$ cat src/rtl/dense_mac_scheduler_pkg.sv
// Shared types and helpers for the dense classifier sequencer: FSM encoding,
// clog2-derived widths and the sign-extension helper used by the datapath.
package dense_mac_scheduler_pkg;

  typedef enum logic [2:0] {
    ST_IDLE,
    ST_LOAD,
    ST_MAC,
    ST_DRAIN,
    ST_BIAS,
    ST_EMIT,
    ST_FIN
  } state_e;

  // Width of a counter/index covering 0..n-1; never narrower than one bit.
  function automatic int clog2_min1(input int n);
    return (n <= 2) ? 1 : $clog2(n);
  endfunction

  localparam int DEF_INPUT_SIZE   = 676;
  localparam int DEF_OUTPUT_SIZE  = 10;
  localparam int DEF_DATA_WIDTH   = 20;
  localparam int DEF_WEIGHT_WIDTH = 8;
  localparam int DEF_ACC_WIDTH    = 32;
  localparam int DEF_WADDR_W      = clog2_min1(DEF_INPUT_SIZE * DEF_OUTPUT_SIZE);
  localparam int DEF_CLASS_W      = clog2_min1(DEF_OUTPUT_SIZE);

  // Treat the low w bits of v as a signed value and sign-extend it to 64 bits.
  function automatic logic [63:0] sext64(input logic [63:0] v, input int w);
    logic [6:0] sh;
    sh = 7'(64 - w);
    return $signed(v << sh) >>> sh;
  endfunction

endpackage

$ cat src/rtl/dense_mac_unit.sv
// Shared multiply-accumulate datapath: one signed multiplier feeding a bank of
// per-class accumulators, with an alternate bias-add path.
module dense_mac_unit
  import dense_mac_scheduler_pkg::*;
#(
  parameter int OUTPUT_SIZE  = DEF_OUTPUT_SIZE,
  parameter int DATA_WIDTH   = DEF_DATA_WIDTH,
  parameter int WEIGHT_WIDTH = DEF_WEIGHT_WIDTH,
  parameter int ACC_WIDTH    = DEF_ACC_WIDTH,
  parameter int IDX_W        = clog2_min1(OUTPUT_SIZE)
) (
  input  logic                                  clk,
  input  logic                                  rst_n,
  input  logic                                  i_clear,
  input  logic                                  i_en,
  input  logic                                  i_sel_bias,
  input  logic [IDX_W-1:0]                      i_idx,
  input  logic [DATA_WIDTH-1:0]                 i_feature,
  input  logic [WEIGHT_WIDTH-1:0]               i_weight,
  input  logic [WEIGHT_WIDTH-1:0]               i_bias,
  output logic [OUTPUT_SIZE-1:0][ACC_WIDTH-1:0] o_acc
);

  localparam int PROD_W = DATA_WIDTH + WEIGHT_WIDTH;

  logic signed [PROD_W-1:0]            w_prod;
  logic [ACC_WIDTH-1:0]                w_addend;
  logic [OUTPUT_SIZE-1:0][ACC_WIDTH-1:0] r_acc;

  assign w_prod = $signed(i_feature) * $signed(i_weight);

  always_comb begin
    // NOTE: combinational outputs get a value on every path, so no latch is inferred.
    w_addend = ACC_WIDTH'(sext64(64'(w_prod), PROD_W));
    if (i_sel_bias) begin
      w_addend = ACC_WIDTH'(sext64(64'(i_bias), WEIGHT_WIDTH));
    end
  end

  // NOTE: the accumulator bank is a handful of registers, not a RAM, so it is
  // reset; an abandoned inference must not leak partial sums into the next one.
  always_ff @(posedge clk or negedge rst_n) begin
    if (!rst_n) begin
      r_acc <= '0;
    end else if (i_clear) begin
      r_acc <= '0;
    end else if (i_en) begin
      // NOTE: state updates are non-blocking so every register samples pre-edge values.
      r_acc[i_idx] <= r_acc[i_idx] + w_addend;
    end
  end

  assign o_acc = r_acc;

endmodule

$ cat src/rtl/dense_mac_scheduler.sv
// Fully connected classifier sequencer: streams features in, time-shares one
// multiplier across all classes, adds biases, then emits scores and argmax.
module dense_mac_scheduler
  import dense_mac_scheduler_pkg::*;
#(
  parameter int INPUT_SIZE   = DEF_INPUT_SIZE,
  parameter int OUTPUT_SIZE  = DEF_OUTPUT_SIZE,
  parameter int DATA_WIDTH   = DEF_DATA_WIDTH,
  parameter int WEIGHT_WIDTH = DEF_WEIGHT_WIDTH,
  parameter int ACC_WIDTH    = DEF_ACC_WIDTH,
  localparam int WADDR_W     = clog2_min1(INPUT_SIZE * OUTPUT_SIZE),
  localparam int CLS_W       = clog2_min1(OUTPUT_SIZE)
) (
  input  logic                    clk,
  input  logic                    rst_n,
  input  logic                    start,
  input  logic [DATA_WIDTH-1:0]   feature_in,
  input  logic                    feature_valid,
  output logic                    feature_ready,
  output logic [WADDR_W-1:0]      weight_addr,
  input  logic [WEIGHT_WIDTH-1:0] weight_data,
  output logic [CLS_W-1:0]        bias_addr,
  input  logic [WEIGHT_WIDTH-1:0] bias_data,
  output logic [ACC_WIDTH-1:0]    score_out,
  output logic [CLS_W-1:0]        score_class,
  output logic                    score_valid,
  input  logic                    score_ready,
  output logic [CLS_W-1:0]        pred_class,
  output logic                    busy,
  output logic                    done
);

  localparam int FI_W  = clog2_min1(INPUT_SIZE);
  localparam int CNT_W = clog2_min1(OUTPUT_SIZE + 1);

  localparam logic [CNT_W-1:0]   CNT_ONE   = CNT_W'(1);
  localparam logic [CNT_W-1:0]   LAST_CLS  = CNT_W'(OUTPUT_SIZE - 1);
  localparam logic [CNT_W-1:0]   BIAS_END  = CNT_W'(OUTPUT_SIZE);
  localparam logic [CLS_W-1:0]   CLS_ONE   = CLS_W'(1);
  localparam logic [CLS_W-1:0]   LAST_IDX  = CLS_W'(OUTPUT_SIZE - 1);
  localparam logic [FI_W-1:0]    FI_ONE    = FI_W'(1);
  localparam logic [FI_W-1:0]    LAST_FEAT = FI_W'(INPUT_SIZE - 1);
  localparam logic [WADDR_W-1:0] W_STEP    = WADDR_W'(INPUT_SIZE);

  state_e                         r_state;
  logic [FI_W-1:0]                r_feat_idx;
  logic [CNT_W-1:0]               r_cnt;
  logic [DATA_WIDTH-1:0]          r_feature;
  logic signed [ACC_WIDTH-1:0]    r_max;
  logic [CLS_W-1:0]               r_max_idx;

  logic                           w_clear;
  logic                           w_acc_en;
  logic                           w_sel_bias;
  logic [CLS_W-1:0]               w_wr_idx;
  logic [OUTPUT_SIZE-1:0][ACC_WIDTH-1:0] w_acc;
  logic                           w_take;
  logic signed [ACC_WIDTH-1:0]    w_max_next;
  logic [CLS_W-1:0]               w_max_idx_next;
  logic [CLS_W-1:0]               w_next_cls;

  dense_mac_unit #(
    .OUTPUT_SIZE (OUTPUT_SIZE),
    .DATA_WIDTH  (DATA_WIDTH),
    .WEIGHT_WIDTH(WEIGHT_WIDTH),
    .ACC_WIDTH   (ACC_WIDTH),
    .IDX_W       (CLS_W)
  ) u_mac (
    .clk       (clk),
    .rst_n     (rst_n),
    .i_clear   (w_clear),
    .i_en      (w_acc_en),
    .i_sel_bias(w_sel_bias),
    .i_idx     (w_wr_idx),
    .i_feature (r_feature),
    .i_weight  (weight_data),
    .i_bias    (bias_data),
    .o_acc     (w_acc)
  );

  assign w_clear = (r_state == ST_IDLE) && start;

  // ROM data lags its address by one cycle, so the write index trails r_cnt by one.
  always_comb begin
    w_acc_en   = 1'b0;
    w_sel_bias = 1'b0;
    w_wr_idx   = '0;
    case (r_state)
      ST_MAC: begin
        if (r_cnt != '0) begin
          w_acc_en = 1'b1;
          w_wr_idx = CLS_W'(r_cnt - CNT_ONE);
        end
      end
      ST_DRAIN: begin
        w_acc_en = 1'b1;
        w_wr_idx = LAST_IDX;
      end
      ST_BIAS: begin
        if (r_cnt != '0) begin
          w_acc_en   = 1'b1;
          w_sel_bias = 1'b1;
          w_wr_idx   = CLS_W'(r_cnt - CNT_ONE);
        end
      end
      default: ;
    endcase
  end

  // Running argmax; a strictly greater score is needed to displace the leader.
  assign w_take         = (score_class == '0) || ($signed(score_out) > r_max);
  assign w_max_next     = w_take ? $signed(score_out) : r_max;
  assign w_max_idx_next = w_take ? score_class : r_max_idx;
  assign w_next_cls     = score_class + CLS_ONE;

  always_ff @(posedge clk or negedge rst_n) begin
    if (!rst_n) begin
      r_state       <= ST_IDLE;
      r_feat_idx    <= '0;
      r_cnt         <= '0;
      r_feature     <= '0;
      r_max         <= '0;
      r_max_idx     <= '0;
      feature_ready <= 1'b0;
      weight_addr   <= '0;
      bias_addr     <= '0;
      score_out     <= '0;
      score_class   <= '0;
      score_valid   <= 1'b0;
      pred_class    <= '0;
      busy          <= 1'b0;
      done          <= 1'b0;
    end else begin
      done <= 1'b0;
      case (r_state)
        ST_IDLE: begin
          if (start) begin
            r_feat_idx    <= '0;
            feature_ready <= 1'b1;
            busy          <= 1'b1;
            r_state       <= ST_LOAD;
          end
        end
        ST_LOAD: begin
          if (feature_valid) begin
            r_feature     <= feature_in;
            feature_ready <= 1'b0;
            r_cnt         <= '0;
            weight_addr   <= WADDR_W'(r_feat_idx);
            r_state       <= ST_MAC;
          end
        end
        ST_MAC: begin
          if (r_cnt == LAST_CLS) begin
            r_state <= ST_DRAIN;
          end else begin
            weight_addr <= weight_addr + W_STEP;
          end
          r_cnt <= r_cnt + CNT_ONE;
        end
        ST_DRAIN: begin
          if (r_feat_idx == LAST_FEAT) begin
            r_cnt     <= '0;
            bias_addr <= '0;
            r_state   <= ST_BIAS;
          end else begin
            r_feat_idx    <= r_feat_idx + FI_ONE;
            feature_ready <= 1'b1;
            r_state       <= ST_LOAD;
          end
        end
        ST_BIAS: begin
          if (r_cnt == BIAS_END) begin
            score_out   <= w_acc[0];
            score_class <= '0;
            score_valid <= 1'b1;
            r_state     <= ST_EMIT;
          end else if (r_cnt < LAST_CLS) begin
            bias_addr <= bias_addr + CLS_ONE;
          end
          r_cnt <= r_cnt + CNT_ONE;
        end
        ST_EMIT: begin
          if (score_ready) begin
            r_max     <= w_max_next;
            r_max_idx <= w_max_idx_next;
            if (score_class == LAST_IDX) begin
              score_valid <= 1'b0;
              pred_class  <= w_max_idx_next;
              done        <= 1'b1;
              r_state     <= ST_FIN;
            end else begin
              score_class <= w_next_cls;
              score_out   <= w_acc[w_next_cls];
            end
          end
        end
        ST_FIN: begin
          busy    <= 1'b0;
          r_state <= ST_IDLE;
        end
        default: r_state <= ST_IDLE;
      endcase
    end
  end

endmodule
$ cat config.mk
export PLATFORM = sky130hd
export DESIGN_NAME = dense_mac_scheduler
export DESIGN_NICKNAME = d
export VERILOG_FILES = /design/src/rtl/dense_mac_scheduler_pkg.sv /design/src/rtl/dense_mac_unit.sv /design/src/rtl/dense_mac_scheduler.sv
export SDC_FILE = /design/constraint.sdc
export NUM_CORES = 1
export LEC_CHECK = 0
export BUFFER_PORTS_ARGS = -buffer_cell sky130_fd_sc_hd__buf_2
export CAP_MARGIN = 10
export CORE_AREA = 2 2 355 357
export DETAILED_ROUTE_END_ITERATION = 10
export DIE_AREA = 0 0 357 359
export GPL_TIMING_DRIVEN = 0
export PLACE_DENSITY_LB_ADDON = 0.25
export SYNTH_ARGS = -nofsm -noshare
export SYNTH_HDL_FRONTEND = slang
export SYNTH_SLANG_ARGS = --single-unit
$ cat constraint.sdc
create_clock -name clk -period 20.5 [get_ports clk]
set_clock_uncertainty 0.2 [all_clocks]
set_input_delay 1.025 -clock clk [delete_from_list [all_inputs] [get_ports clk]]
set_output_delay 1.025 -clock clk [all_outputs]
set_load 0.03 [all_outputs]
==> flow_metrics.py, run 1 <==
metrics = {
    "synth": {
        "yosysSeqAreaShare": 0.367,
        "synth_ff_type": "dfrtp_1",
        "netlist_area_um2": 30900,
        "synth-compound-area-share": 0.172,
        "synthDistinctLibCells": 79,
        "async_flop_share": 1.00,
        "syn_avg_cell_area_um2": 9.12,
        "synthCells": 3391,
        "synth_nets": 3687,
        "synthMuxAreaShare": 0.0805,
        "yosys.area_share.adder": 0.134,
        "yosys.area.top_type_share": 0.367,
        "synth_top_family_by_area": "compound AO/OA/AOI/OAI gates",
        "synth_edf_count": 0,
        "synth-seq-cells": 454,
        "yosys.area_share.xor_xnor": 0.0186,
        "synth_simple_gate_area_frac": 0.169,
        "synth_top_cell_by_area": "dfrtp_1",
        "yosysWarningCount": 0,
        "ys_top_cells_by_area": "dfrtp_1, fa_1, o21ai_0",
    },
    "final_layout": {
        "layout-drive-gt1-share": 0.0964,
        "area_growth_syn_to_layout_pct": 14.7,
        "final_cell_mix": "dfrtp_1, nand2_1, o21ai_0",
        "diodes": 0,
        "final_common_cell": "dfrtp_1",
        "instances_no_fill": 5239,
        "fin_nets": 3851,
        "stdcell_area_um2": 35500,
    },
    "floorplan": {
        "core_um2": 125000,
        "die_x_um": 357,
        "dieArea_um2": 128000,
        "die_h_um": 359,
        "boundaryPins": 102,
        "rows": 130,
        "start_util": 0.248,
    },
    "routing": {
        "drc": 0,
        "num_vias": 27700,
        "dr.pass1.iters": 6,
        "drt-initial-drc-count": 2708,
        "routed_wl_um": 126000,
        "ant_nets": 0,
        "post_drt_wl_per_cell_um": 24.1,
        "viasPerCell": 5.28,
    },
    "clock_network": {
        "cts_tree": "done",
        "cts_resized": 0,
        "cts_made_buffers": 52,
        "cts_root_buffer": "clkbuf_16",
        "postCtsSetupRepairBufs": 0,
        "cts_num_sinks": 454,
        "cts.clk_slew.worst_paths_ns": 0.06,
        "cts.htree.levels": 2,
        "clk_latency_ns": 0.67,
        "clockBufferDepth": 3,
        "ctsHoldBuffers": 0,
    },
    "setup_path": {
        "crit_arrival_ns": 9.38,
        "crit_top_cell": "fa_1",
        "reg2reg_to": "u_mac.o_acc[61]",
        "cp_num_buf_inv": 5,
        "path_class": "in2reg",
        "critical_path.startpoint": "weight_data[7]",
        "setup.worst_path.end": "u_mac.o_acc[61]",
        "worst_setup_path_start_kind": "primary input",
        "max_stage_delay_ns": 0.79,
        "cp_slowest_cell": "a2111oi_0",
        "reg2reg_depth": 22,
        "required_ns": 20.77,
        "r2r_start": "r_cnt[0]",
        "ff2ff_setup_slack_ns": 11.77,
        "cp.depth": 29,
        "crit_fanout": 10,
        "critPathCaptureType": "flop",
        "critical-path-top-delay-family": "compound AO/OA/AOI/OAI gates",
    },
    "timing": {
        "rsz0062_at_grt": "false",
        "fin_crit_sh": 0.445,
        "setup_tns_ns": 0,
        "hold_violations": 0,
        "maxSlewViolCount": 0,
        "whs_ns": 0.110,
        "fmaxAchievable_mhz": 110,
        "setup_viol": 0,
        "tightest_slew_ns": 1.47,
        "fin_crit_ns": 9.12,
        "relSlewSlack": 0.0190,
    },
    "outcome": {
        "status": "completed",
    },
    "global_route": {
        "grt.overflow.total": 0,
        "grt_pass1_vias": 27600,
        "grt_usage": 0.196,
        "antenna_found_initial": 7,
        "grt_pass1_wl_um": 188000,
        "grt_max_degree": 115,
    },
    "worst_hold_path": {
        "hp-class": "in2async",
    },
    "placed_design": {
        "hpwl_um": 92400,
        "gp_congestion": 0.950,
        "portBuffers": 94,
        "dp_cells": 5149,
        "place_area_um2": 33700,
    },
    "flow_run": {
        "cap_violations": 0,
    },
}
[registers in the layout, summed over array words and instances, names as in the netlist, 3 cells and up]
signal       count
bias_addr        4
pred_class       4
r_cnt            4
r_feat_idx      10
r_feature       20
r_max           32
r_max_idx        4
r_state          3
score_class      4
score_out       32
u_mac.o_acc    320
weight_addr     13
[cell usage after synthesis (all sizes together) (9+ instances only)]
cell type and instances:
mux4 64, dfrtp 454, buf 54, o21bai 9, a21oi 198, and3 15
o221ai 9, nor2 198, xnor2 45, mux2i 44, clkbuf 180, fa 128
and2 127, nand3 337, a211oi 14, ha 127, nand2 350, mux2 54
o21ai 358, a21o 26, nand4 10, a31oi 17, inv 246, nor2b 11
o22ai 35, nor3 26, a221oi 116, o21a 11, xor2 20
[cell families after synthesis]
kind of cell	after synthesis
XOR/XNOR	65
AND/OR/NAND/NOR	1117
AO/OA/AOI/OAI	857
flip-flops	454
buffers and inverters	481
adder cells (fa/ha/maj)	255
multiplexers	162
[worst min path at each step]
stage / start / endpoint / slack (ns) / cells past startpoint
floorplan: r_max_idx[2] / pred_class[2] / 0.27 / 2
CTS: rst_n / r_feature[18] / 0.12 / 1
global route: rst_n / r_feature[18] / 0.13 / 1
finish: rst_n / r_feature[18] / 0.11 / 1
global placement: pred_class[2] / pred_class[2] / 0.25 / 2
detailed placement: pred_class[2] / pred_class[2] / 0.26 / 2
[per-stage QoR]
stage | util | worst slack (ns)
floorplan | - | 12.77
global placement | 0.269 | 7.94
detailed placement | 0.271 | 10.90
CTS | 0.285 | 11.55
global route | 0.285 | 10.86
finish | 0.285 | 11.38
[metal layers]
metal | up-vias | routed length (um) | share of wire | GRT usage
li1 | 12300 | - | - | -
met2 | 1148 | 56300 | 0.45 | 0.303
met3 | 316 | 9120 | 0.072 | 0.0339
met5 | - | 48 | 0.00038 | 0
met1 | 13900 | 53200 | 0.42 | 0.260
met4 | 8 | 7630 | 0.060 | 0.104
[cell type report]
| cell class | count | area (um2) |
|---|---|---|
| fillers | 13400 | 89100 |
| clock inverters | 11 | 186 |
| plain buffers | 234 | 900 |
| clock buffers | 77 | 1540 |
| inverters | 247 | 927 |
| repair buffers | 110 | 732 |
| well taps | 1650 | 2060 |
| flip-flops and latches | 454 | 11400 |
| multi-input cells | 2456 | 17800 |
Power of run 1 is left out: the tool's default activity adds up to more than one toggle a clock period on the data nets, which glitch-free logic cannot reach.
==> run 2, diff against run 1 <==
- clock period: 20.5 -> 9.31 ns (I/O delays scaled with it)
==> flow_metrics.py, run 2 (synthesized netlist as in run 1, its figures left out) <==
metrics = {
    "outcome": {
        "status": "finished, violations left",
        "violations": "slew limit",
    },
    "global_route": {
        "grt_pass1_vias": 27600,
        "grt_pass1_wl_um": 188000,
        "grt_usage": 0.196,
        "antenna_found_initial": 7,
        "grt_max_degree": 115,
        "grt.overflow.total": 0,
    },
    "placed_design": {
        "place_area_um2": 33700,
        "hpwl_um": 92400,
        "portBuffers": 94,
        "gp_congestion": 0.950,
    },
    "setup_path": {
        "crit_arrival_ns": 9.01,
        "reg2reg_depth": 22,
        "setup.worst_path.end": "u_mac.o_acc[61]",
        "max_stage_delay_ns": 0.98,
        "crit_top_cell": "clkbuf_1",
        "critical-path-top-delay-family": "compound AO/OA/AOI/OAI gates",
        "ff2ff_setup_slack_ns": 0.57,
        "worst_setup_path_start_kind": "flop",
        "critPathCaptureType": "flop",
        "cp_slowest_cell": "o21ai_0",
        "cp.depth": 22,
        "cp_num_buf_inv": 6,
        "path_class": "reg2reg",
        "critical_path.startpoint": "r_cnt[0]",
        "r2r_start": "r_cnt[0]",
        "required_ns": 9.58,
        "crit_fanout": 10,
        "path_cells": "clkbuf_1, inv_1, ha_1, buf_2, nor3b_2, o41a_1, clkbuf_1, buf_1, clkbuf_1, a221oi_1, o21ai_0, ha_1, a211oi_1, nor2_1, o41ai_1, o21ai_1, a41oi_1, o21ai_1, a31o_2, and2_1, a211oi_2, a21oi_1",
        "reg2reg_to": "u_mac.o_acc[61]",
    },
    "final_layout": {
        "seq_area_um2": 11400,
        "largest_reg_flops": 320,
        "multi_input_area_um2": 17800,
        "fill_cells": 13400,
        "fin_nets": 3872,
        "fin_util": 0.286,
        "stdcell_area_um2": 35700,
        "final_common_cell": "dfrtp_1",
        "final_cell_mix": "dfrtp_1, nand2_1, o21ai_0",
        "area_growth_syn_to_layout_pct": 15.4,
        "layout-drive-gt1-share": 0.0958,
    },
    "routing": {
        "dr.pass1.iters": 5,
        "num_vias": 27700,
        "ant_nets": 0,
        "drc": 0,
        "routed_wl_um": 126000,
        "viasPerCell": 5.27,
        "drt-initial-drc-count": 2833,
        "post_drt_wl_per_cell_um": 24.0,
    },
    "clock_network": {
        "cts_root_buffer": "clkbuf_16",
        "cts.htree.levels": 2,
        "cts.clk_slew.worst_paths_ns": 0.06,
        "cts_resized": 0,
        "cts_num_sinks": 454,
        "cts_made_buffers": 52,
        "cts_tree": "done",
        "clk_latency_ns": 0.66,
        "clockBufferDepth": 3,
        "postCtsSetupRepairBufs": 0,
    },
    "timing": {
        "rsz0062_at_grt": "false",
        "fin_crit_sh": 0.939,
        "setup_viol": 0,
        "hold_violations": 0,
        "fmaxAchievable_mhz": 114,
        "maxSlewViolCount": 1,
        "tightest_slew_ns": 1.52,
        "relSlewSlack": -0.0164,
        "setup_tns_ns": 0,
        "fin_crit_ns": 8.74,
    },
    "floorplan": {
        "start_util": 0.248,
        "boundaryPins": 102,
        "rows": 130,
        "dieArea_um2": 128000,
        "die_x_um": 357,
        "die_h_um": 359,
        "core_um2": 125000,
    },
    "flow_run": {
        "cap_violations": 0,
    },
    "worst_hold_path": {
        "hp-start": "feature_valid",
        "hp-class": "in2reg",
    },
}
## run 2: changes by cell type in the layout (fill, tap and decap cells not counted)
| cell | delta |
|---|---|
| dlygate4sd3_1 | +22 |
| a31oi_1 | -1 |
| a31oi_2 | +1 |
| buf_4 | -1 |
| diode_2 | +1 |
## run 2: stage by stage
step | worst slack [ns] | hold WS, ns | instances
2_1_floorplan | 2.14 | -0.0301 | 3391
3_3_place_gp | -2.69 | 0.247 | 5135
3_5_place_dp | 0.271 | 0.238 | 5149
4_1_cts | 0.769 | 0.0408 | 5259
5_1_grt | 0.234 | 0.110 | 5260
6_report | 0.566 | 0.0647 | 5261
## run 2: worst reg2reg max path, cell delays in order (launching register included)
cell	delay [ns]
dfrtp_1	0.40
clkbuf_1	0.24
inv_1	0.20
ha_1	0.16
buf_2	0.19
nor3b_2	0.48
o41a_1	0.24
clkbuf_1	0.69
buf_1	0.71
clkbuf_1	0.59
a221oi_1	0.23
o21ai_0	0.98
ha_1	0.47
a211oi_1	0.23
nor2_1	0.10
o41ai_1	0.24
o21ai_1	0.20
a41oi_1	0.38
o21ai_1	0.22
a31o_2	0.33
and2_1	0.17
a211oi_2	0.76
a21oi_1	0.16
## run 2: how the worst min path moves through the flow
stage	cells past startpoint	to	slack [ns]
floorplan	0	bias_addr[0]	-0.03
global placement	2	pred_class[2]	0.25
detailed placement	1	r_feature[18]	0.24
CTS	5	feature_ready	0.04
global route	5	feature_ready	0.11
finish	5	feature_ready	0.06
## run 2: metal layers
metal  wire length [um]  part of all wire  GRT usage  vias to the layer above
met5                 48           0.00038          0                        -
met4               7720             0.061      0.104                        8
met3               9250             0.073     0.0340                      327
met2              56200              0.45      0.304                     1141
met1              53100              0.42      0.260                    13900
li1                   -                 -          -                    12300
## run 2: layout make-up
cell class	instances	area share
tap	1650	0.0578
timing repair buffer	131	0.0265
inverter	247	0.0260
buffer	234	0.0252
multi-input combinational	2456	0.498
antenna	1	0.0000701
clock buffer	77	0.0430
sequential	454	0.318
clock inverter	11	0.00522
## run 2: timing repair
action                     CTS  global route
hold buffers                22             0
hold endpoints to repair    74             0
setup endpoints to repair    0             0
Power of run 2 is left out for the same reason.
